--- src/rtl/conv_pool_write_controller_if.sv ---
// rtl/conv_pool_write_controller_if.sv - conv result stream in, pooled feature-map write port out
interface conv_pool_write_controller_if #(
  parameter int DW = 16,
  parameter int AW = 9
);
  logic [2:0]           iSTATE;
  logic                 iCLR;
  logic                 iVALID;
  logic signed [DW-1:0] iDATA;
  logic                 oWr_EN;
  logic [AW-1:0]        oWr_ADDR;
  logic signed [DW-1:0] oWr_DATA;
  logic                 oWr_DONE;

  modport master (
    output iSTATE, iCLR, iVALID, iDATA,
    input  oWr_EN, oWr_ADDR, oWr_DATA, oWr_DONE
  );

  modport slave (
    input  iSTATE, iCLR, iVALID, iDATA,
    output oWr_EN, oWr_ADDR, oWr_DATA, oWr_DONE
  );
endinterface

--- src/rtl/conv_pool_write_controller.sv ---
// rtl/conv_pool_write_controller.sv - 2x2 max-pool + optional ReLU, raster write into feature-map buffer
module conv_pool_write_controller #(
  parameter int DW       = 16,
  parameter int AW       = 9,
  parameter int OUT_W    = 6,
  parameter int OUT_H    = 8,
  parameter int BANK_OFS = 252,
  parameter int RELU     = 1
) (
  input logic iCLK,
  input logic iRSTn,
  conv_pool_write_controller_if.slave bus
);
  localparam int CW = (OUT_W > 1) ? $clog2(OUT_W) : 1;
  localparam int RW = (OUT_H > 1) ? $clog2(OUT_H) : 1;

  localparam logic [0:0] S_ACCUM = 1'b0;
  localparam logic [0:0] S_DONE  = 1'b1;

  logic [0:0]           state;
  logic [1:0]           p;
  logic [CW-1:0]        c;
  logic [RW-1:0]        r;
  logic signed [DW-1:0] max_q;
  logic signed [DW-1:0] cur_max;
  logic signed [DW-1:0] pooled;
  logic [AW-1:0]        addr_next;
  logic                 last_word;

  // Strict greater-than so ties keep the stored value.
  always_comb begin
    cur_max = max_q;
    if (p == 2'd0 || bus.iDATA > max_q) cur_max = bus.iDATA;
    pooled = cur_max;
    if (RELU != 0 && cur_max < 0) pooled = '0;
  end

  always_comb begin
    addr_next = AW'(c) + AW'(r) * AW'(OUT_W);
    if (bus.iSTATE == 3'b011) addr_next = addr_next + AW'(BANK_OFS);
  end

  assign last_word = (c == CW'(OUT_W - 1)) && (r == RW'(OUT_H - 1));

  always_ff @(posedge iCLK) begin
    if (!iRSTn || bus.iCLR) begin
      state        <= S_ACCUM;
      p            <= '0;
      c            <= '0;
      r            <= '0;
      max_q        <= '0;
      bus.oWr_EN   <= 1'b0;
      bus.oWr_ADDR <= '0;
      bus.oWr_DATA <= '0;
      bus.oWr_DONE <= 1'b0;
    end else begin
      bus.oWr_EN <= 1'b0;
      if (state == S_ACCUM && bus.iVALID) begin
        max_q <= cur_max;
        p     <= p + 2'd1;
        if (p == 2'd3) begin
          bus.oWr_EN   <= 1'b1;
          bus.oWr_ADDR <= addr_next;
          bus.oWr_DATA <= pooled;
          if (last_word) begin
            bus.oWr_DONE <= 1'b1;
            state        <= S_DONE;
          end
          if (c == CW'(OUT_W - 1)) begin
            c <= '0;
            r <= r + RW'(1);
          end else begin
            c <= c + CW'(1);
          end
        end
      end
    end
  end
endmodule
--- src/flat_wrapper.sv ---
// flat-port wrapper written by rule: the top's interface ports become plain ports
module conv_pool_write_controller_flat 
#(
  parameter int DW       = 16,
  parameter int AW       = 9,
  parameter int OUT_W    = 6,
  parameter int OUT_H    = 8,
  parameter int BANK_OFS = 252,
  parameter int RELU     = 1
)
  (iCLK, iRSTn, bus_iSTATE, bus_iCLR, bus_iVALID, bus_iDATA, bus_oWr_EN, bus_oWr_ADDR, bus_oWr_DATA, bus_oWr_DONE);
  conv_pool_write_controller_if #(.DW(DW), .AW(AW)) bus_i ();
  input logic iCLK;
  input logic iRSTn;
  input wire logic [$bits(bus_i.iSTATE)-1:0] bus_iSTATE;
  input wire logic [$bits(bus_i.iCLR)-1:0] bus_iCLR;
  input wire logic [$bits(bus_i.iVALID)-1:0] bus_iVALID;
  input wire logic [$bits(bus_i.iDATA)-1:0] bus_iDATA;
  output wire logic [$bits(bus_i.oWr_EN)-1:0] bus_oWr_EN;
  output wire logic [$bits(bus_i.oWr_ADDR)-1:0] bus_oWr_ADDR;
  output wire logic [$bits(bus_i.oWr_DATA)-1:0] bus_oWr_DATA;
  output wire logic [$bits(bus_i.oWr_DONE)-1:0] bus_oWr_DONE;
  assign bus_i.iSTATE = bus_iSTATE;
  assign bus_i.iCLR = bus_iCLR;
  assign bus_i.iVALID = bus_iVALID;
  assign bus_i.iDATA = bus_iDATA;
  assign bus_oWr_EN = bus_i.oWr_EN;
  assign bus_oWr_ADDR = bus_i.oWr_ADDR;
  assign bus_oWr_DATA = bus_i.oWr_DATA;
  assign bus_oWr_DONE = bus_i.oWr_DONE;
  conv_pool_write_controller #(.DW(DW), .AW(AW), .OUT_W(OUT_W), .OUT_H(OUT_H), .BANK_OFS(BANK_OFS), .RELU(RELU)) u_core (.iCLK(iCLK), .iRSTn(iRSTn), .bus(bus_i));
endmodule
--- config.mk ---
export PLATFORM = sky130hd
export DESIGN_NAME = conv_pool_write_controller_flat
export DESIGN_NICKNAME = d
export VERILOG_FILES = /design/src/rtl/conv_pool_write_controller_if.sv /design/src/rtl/conv_pool_write_controller.sv /design/src/flat_wrapper.sv
export SDC_FILE = /design/constraint.sdc
export NUM_CORES = 1
export LEC_CHECK = 0
export ABC_AREA = 1
export CORE_ASPECT_RATIO = 1.4
export CORE_UTILIZATION = 57
export DETAILED_ROUTE_END_ITERATION = 6
export HOLD_SLACK_MARGIN = 0.02
export PLACE_DENSITY_LB_ADDON = 0.1
export SETUP_SLACK_MARGIN = 0.3
export SYNTH_ARGS = -nofsm -noshare
export SYNTH_HDL_FRONTEND = slang
export SYNTH_SLANG_ARGS = --single-unit
--- constraint.sdc ---
create_clock -name iCLK -period 4.5 [get_ports iCLK]
set_input_delay 0.9 -clock iCLK [delete_from_list [all_inputs] [get_ports iCLK]]
set_output_delay 0.9 -clock iCLK [all_outputs]
set_load 0.02 [all_outputs]
---- Word-level counts from Yosys, hierarchy flattened ----
Index checks and enable logic that the tools add are counted.
word-level totals
  bits of input ports ..................... 23
  latch bits .............................. 0
  memory bits (read-only) ................. 0
  memories ................................ 0
  RAM bits ................................ 0
  register bits after elaboration ......... 51
  word-level logic and storage cells ...... 37
  output and inout bits ................... 27
operators by class
  muxes and demuxes ....................... 5
  bitwise logic cells ..................... 2
  reduce and logical (&&, ||, !) cells .... 10
  shift-type cells ........................ 0
  divide/modulo/power cells ............... 0
  $mul .................................... 1
  order comparisons ....................... 2
  add/sub/neg operators ................... 5
  eq/ne operators ......................... 4
operators by type and width
  cell                                                          number
  2-to-1 mux 16 bit                                             2
  > comparator 16 bit                                           1
  less-than comparator 16 x 1 -> 1 bit (second input constant)  1
  adder 9 x 8 -> 9 bit (second input constant)                  1
  2-to-1 mux 9 bit                                              1
  adder 3 x 6 -> 7 bit                                          1
  adder 3 x 1 -> 3 bit (second input constant)                  2
  == test 3 bit (second input constant)                         2
  AND reduction 3 bit                                           2
  multiplier 3 x 2 -> 5 bit (second input constant)             1
  == test 3 x 2 -> 1 bit (second input constant)                1
  2-to-1 mux 3 bit                                              1
  adder 2 x 1 -> 2 bit (second input constant)                  1
  == test 2 bit (second input constant)                         1
  logical AND 1 bit                                             2
  logical NOT 2 bit                                             1
  logical OR 1 bit                                              2
  inverter 1 bit                                                2
  AND reduction 2 bit                                           1
  OR reduction 2 bit                                            1
  logical NOT 1 bit                                             1
  2-to-1 mux 1 bit                                              1

---- Depth between registers and ports, before layout ----
  depth in word-level cells ............... 5
  depth in mapped cells ................... 20

---- Worst setup path before layout ----
Ideal clock, no wire load.
  path kind ............................... in2reg
  start ................................... input bus_iDATA[15]
  end ..................................... register u_core.max_q[0]
  setup slack ............................. 2.041 ns
  path buffers ............................ 1
  setup time .............................. 0.115 ns
  stages on the path ...................... 14
  arrival ................................. 2.343 ns
  cells stage by stage .................... ha_1 a21oi_1 o21ai_0 a21oi_1 nand2_1 nand2_1 nand2_2 nand2_4 nand2_4 buf_6 nand2_1 nand2_1 o21ai_0 inv_1
between the ends
  longest elaborated chain between the ends .. 3
RTL lines
  item                  line                              RTL
  start, declared       flat_wrapper.sv:18                input wire logic [$bits(bus_i.iDATA)-1:0] bus_iDATA;
  > comparator 16 bit   conv_pool_write_controller.sv:33  if (p == 2'd0 || bus.iDATA > max_q) cur_max = bus.iDATA;
  logical OR 1 bit      conv_pool_write_controller.sv:33
  2-to-1 mux 16 bit     conv_pool_write_controller.sv:33
  end signal, assigned  conv_pool_write_controller.sv:59  max_q <= cur_max;
  end, declared         conv_pool_write_controller.sv:24  logic signed [DW-1:0] max_q;
No other way between the ends.
A chain may end at the register's enable or synchronous reset.

---- Worst setup path in the final report ----
  start ................................... input bus_iDATA[15]
  end ..................................... register u_core.bus.oWr_DATA[11]
between the ends
  longest elaborated chain between the ends .. 5
RTL lines
  item                                  line                                 RTL
  > comparator 16 bit                   conv_pool_write_controller.sv:33
  logical OR 1 bit                      conv_pool_write_controller.sv:33
  2-to-1 mux 16 bit *                   conv_pool_write_controller.sv:33
  less-than comparator 16 x 1 -> 1 bit  conv_pool_write_controller.sv:35     if (RELU != 0 && cur_max < 0) pooled = '0;
  2-to-1 mux 16 bit *                   conv_pool_write_controller.sv:35
  end signal, assigned                  conv_pool_write_controller.sv:64     bus.oWr_DATA <= pooled;
  end, declared                         conv_pool_write_controller_if.sv:22  output oWr_EN, oWr_ADDR, oWr_DATA, oWr_DONE
Every way passes the cells marked *; elsewhere a longest branch is shown, timed or not.

==> impl_metrics.py <==
metrics = {
    "clock_tree": {
        "cts_buffer_depth": 2,
        "cts.htree.levels": 2,
        "cts-root-buf": "clkbuf_8",
        "cts-hold-fix-buffers": 0,
        "cts_buffers": 5,
        "cts_tree": "yes",
        "postCtsResizedCells": 0,
        "numClockSinks": 50,
        "clkLatencyLatePin_ns": 0.30,
        "post_cts_buffers": 0,
        "clk_pin_slew_ns": 0.08,
    },
    "pwr": {
        "power.total_uw": 835,
        "p_seq_frac": 0.543,
        "netSwitchingPower_uw": 230,
        "p_sw_frac": 0.275,
        "power_density_nw_per_um2": 241,
        "clkPwrFrac": 0.292,
        "p_comb_frac": 0.164,
        "p_int_uw": 605,
        "leakage_nw": 1.55,
        "vdd_drop_max_mv": 0.175,
    },
    "timing": {
        "setup_slack_ns": 1.44,
        "tightest_slew_ns": 0.829,
        "fin_skew_ns": 0.00344,
        "tns_ns": 0,
        "hold_violations": 0,
        "slew_headroom": 0.447,
        "maxSlewViolCount": 0,
        "fmaxAchievable_mhz": 326,
        "post-route-min-period_ns": 3.06,
        "finalCritPeriodShare": 0.681,
        "final-setup-viol-count": 0,
        "rsz0062_at_grt": "false",
    },
    "critical_path": {
        "reg2reg_depth": 10,
        "crit_buf_inv": 1,
        "path_class": "input port to flop",
        "crit_chain": "clkdlybuf4s50_1, ha_1, a21oi_1, o21ai_0, a21oi_1, nand3_1, nand2_2, nand2_4, nand2_4, nand2_4, nand2_4, nand3_1, a21oi_1",
        "reg2reg_setup_slack_ns": 2.10,
        "arrival_ns": 3.29,
        "cp-start-kind": "input port",
        "crit_path_top_delay_cell": "clkdlybuf4s50_1",
        "worst-endpoint-required_ns": 4.72,
        "path_common_cell": "nand2_4",
        "cp_max_fo": 17,
        "critPathTopFamily": "simple AND/OR/NAND/NOR gates",
        "crit_cells": 13,
        "cp-end-kind": "flop",
        "critical-path-max-stage-delay_ns": 0.44,
    },
    "cells_and_area": {
        "area_growth_pct": 19.4,
        "n_antenna_cell": 0,
        "stdcell_area_um2": 3470,
        "fillCellCount": 431,
        "drive_gt1_frac": 0.0878,
        "postLayoutCoreUtil": 0.711,
        "finalNetCount": 483,
    },
    "logic_synthesis": {
        "synth_fp_nets": 442,
        "ys_types": 36,
        "yosys_warnings": 0,
        "synthCells": 392,
        "syn_avg_cell_area_um2": 7.42,
        "ys_seq_area_frac": 0.344,
        "syn-cell-area_um2": 2910,
        "ys_ff_latch": 50,
    },
    "worst_hold_path": {
        "hold_depth": 2,
        "hold_class": "flop to flop",
    },
    "grt": {
        "grt_overflow": 0,
        "grt_pass1_vias": 2409,
        "gr-usage-all-layers": 0.244,
        "antenna_found_initial": 0,
        "grt_pass1_wl_um": 10700,
        "grt_start_max_net_pins": 38,
    },
    "detailed_routing": {
        "drt-vias-per-instance": 5.12,
        "drt-total-wl_um": 6230,
        "ant_nets": 0,
        "vias": 2547,
        "drcViolationCount": 0,
        "wire_per_inst_um": 12.5,
        "drt_iter0_markers": 108,
        "dr.pass1.iters": 4,
    },
    "place": {
        "dp_slack_ns": 1.15,
        "routabilityCongestion": 0.779,
        "placed_cell_area_um2": 3390,
        "port_buffers": 48,
        "dp_hpwl_um": 4650,
    },
    "floorplanning": {
        "ioPinCount": 50,
        "design.core.area_um2": 4880,
        "rows": 30,
        "die_w_um": 62.4,
        "initial_core_util": 0.596,
        "die_height_um": 86.5,
        "dieArea_um2": 5400,
    },
    "status": {
        "status": "complete, no violations",
    },
    "run": {
        "cap_viol_max_count": 0,
    },
}
==> cell usage after synthesis (all sizes together) <==
library cell  count  area share
a211oi            1      0.0026
a21o              1      0.0026
a21oi            47       0.094
a31oi             1      0.0022
buf               8       0.022
clkbuf            9       0.012
clkinv            1      0.0013
conb              1      0.0013
dfxtp            50        0.34
fa                2       0.014
ha               25        0.11
inv              59       0.076
nand2            85        0.12
nand3            37       0.081
nand4             1      0.0022
nor2             23       0.030
nor3              2      0.0052
o211ai            2      0.0052
o21ai            27       0.046
o221a             1      0.0039
o221ai            1      0.0030
o31ai             1      0.0026
o32ai             1      0.0030
or4               1      0.0026
xnor2             2      0.0060
xor2              3      0.0090
==> per-stage QoR <==
step                instances  hold slack (ns)
floorplan                 392            0.451
global placement          490            0.459
detailed placement        490            0.462
CTS                       497            0.475
global route              497            0.503
finish                    497            0.471
==> worst paths after layout <==
path                                          endpoint                                  from
hold reg to reg   u_core.bus.oWr_DATA[12]$_SDFFE_PP0P_  u_core.bus.oWr_DATA[12]$_SDFFE_PP0P_
setup / recovery  u_core.bus.oWr_DATA[11]$_SDFFE_PP0P_                         bus_iDATA[15]
hold / removal    u_core.bus.oWr_DATA[12]$_SDFFE_PP0P_  u_core.bus.oWr_DATA[12]$_SDFFE_PP0P_
setup reg to reg   u_core.bus.oWr_ADDR[7]$_SDFFE_PP0P_              u_core.r[1]$_SDFFE_PP0P_
==> layout by cell type (no fill, tap or decap), types with 23 or more instances in the layout <==
cell	Yosys	layout
dfxtp_1	50	50
nand2_1	80	80
a21oi_1	37	37
o21ai_0	27	27
ha_1	25	25
nand3_1	27	27
clkdlybuf4s50_1	0	48
nor2_1	23	23
inv_1	58	58
==> per-layer routing <==
layer  vias to the layer above  wire length (µm)  track usage
li1                       1344                 -            -
met1                      1168              2830        0.283
met2                        31              3200        0.468
met3                         4               146       0.0382
met4                         0                52       0.0529
met5                         -                 0            0
==> sequential cells by signal, indices dropped and copies added (netlist names) <==
register             count
u_core.c                 3
u_core.bus.oWr_EN        1
u_core.bus.oWr_DATA     15
u_core.bus.oWr_DONE      1
u_core.max_q            16
u_core.bus.oWr_ADDR      9
u_core.r                 3
u_core.p                 2
==> power by group through the flow <==
| stage | Sequential (mW) | Clock, mW | Combinational (mW) |
|---|---|---|---|
| after CTS | 0.454 | 0.251 | 0.137 |
| after global placement | 0.464 | 0 | 0.132 |
| after detailed placement | 0.464 | 0 | 0.136 |
| after floorplan | 0.463 | 0 | 0.0990 |
| after global routing | 0.454 | 0.268 | 0.155 |
| final | 0.454 | 0.244 | 0.137 |
==> kinds of logic after synthesis <==
| group | Yosys count | synth area share |
|---|---|---|
| flip-flops | 50 | 0.344 |
| adder cells (fa/ha/maj) | 27 | 0.121 |
| other | 1 | 0.00129 |
| XOR/XNOR | 5 | 0.0151 |
| AO/OA/AOI/OAI | 83 | 0.165 |
| buffers and inverters | 77 | 0.111 |
| AND/OR/NAND/NOR | 149 | 0.241 |
==> tightest hold or removal path: stages, from the launching register on <==
cell and delay [ns]:
dfxtp_1 0.32, nand2_1 0.06, a21oi_1 0.05
==> area by class of cell <==
cell class	instances	area, µm²	area share
clock buffers	5	68.8	0.0198
clock inverters	2	10.0	0.00288
inverters	60	225	0.0649
multi-input cells	265	1580	0.456
flip-flops and latches	50	1000	0.288
well taps	64	80.1	0.0231
repair buffers	51	503	0.145
Note: power is estimated with default switching activity, not from simulation.
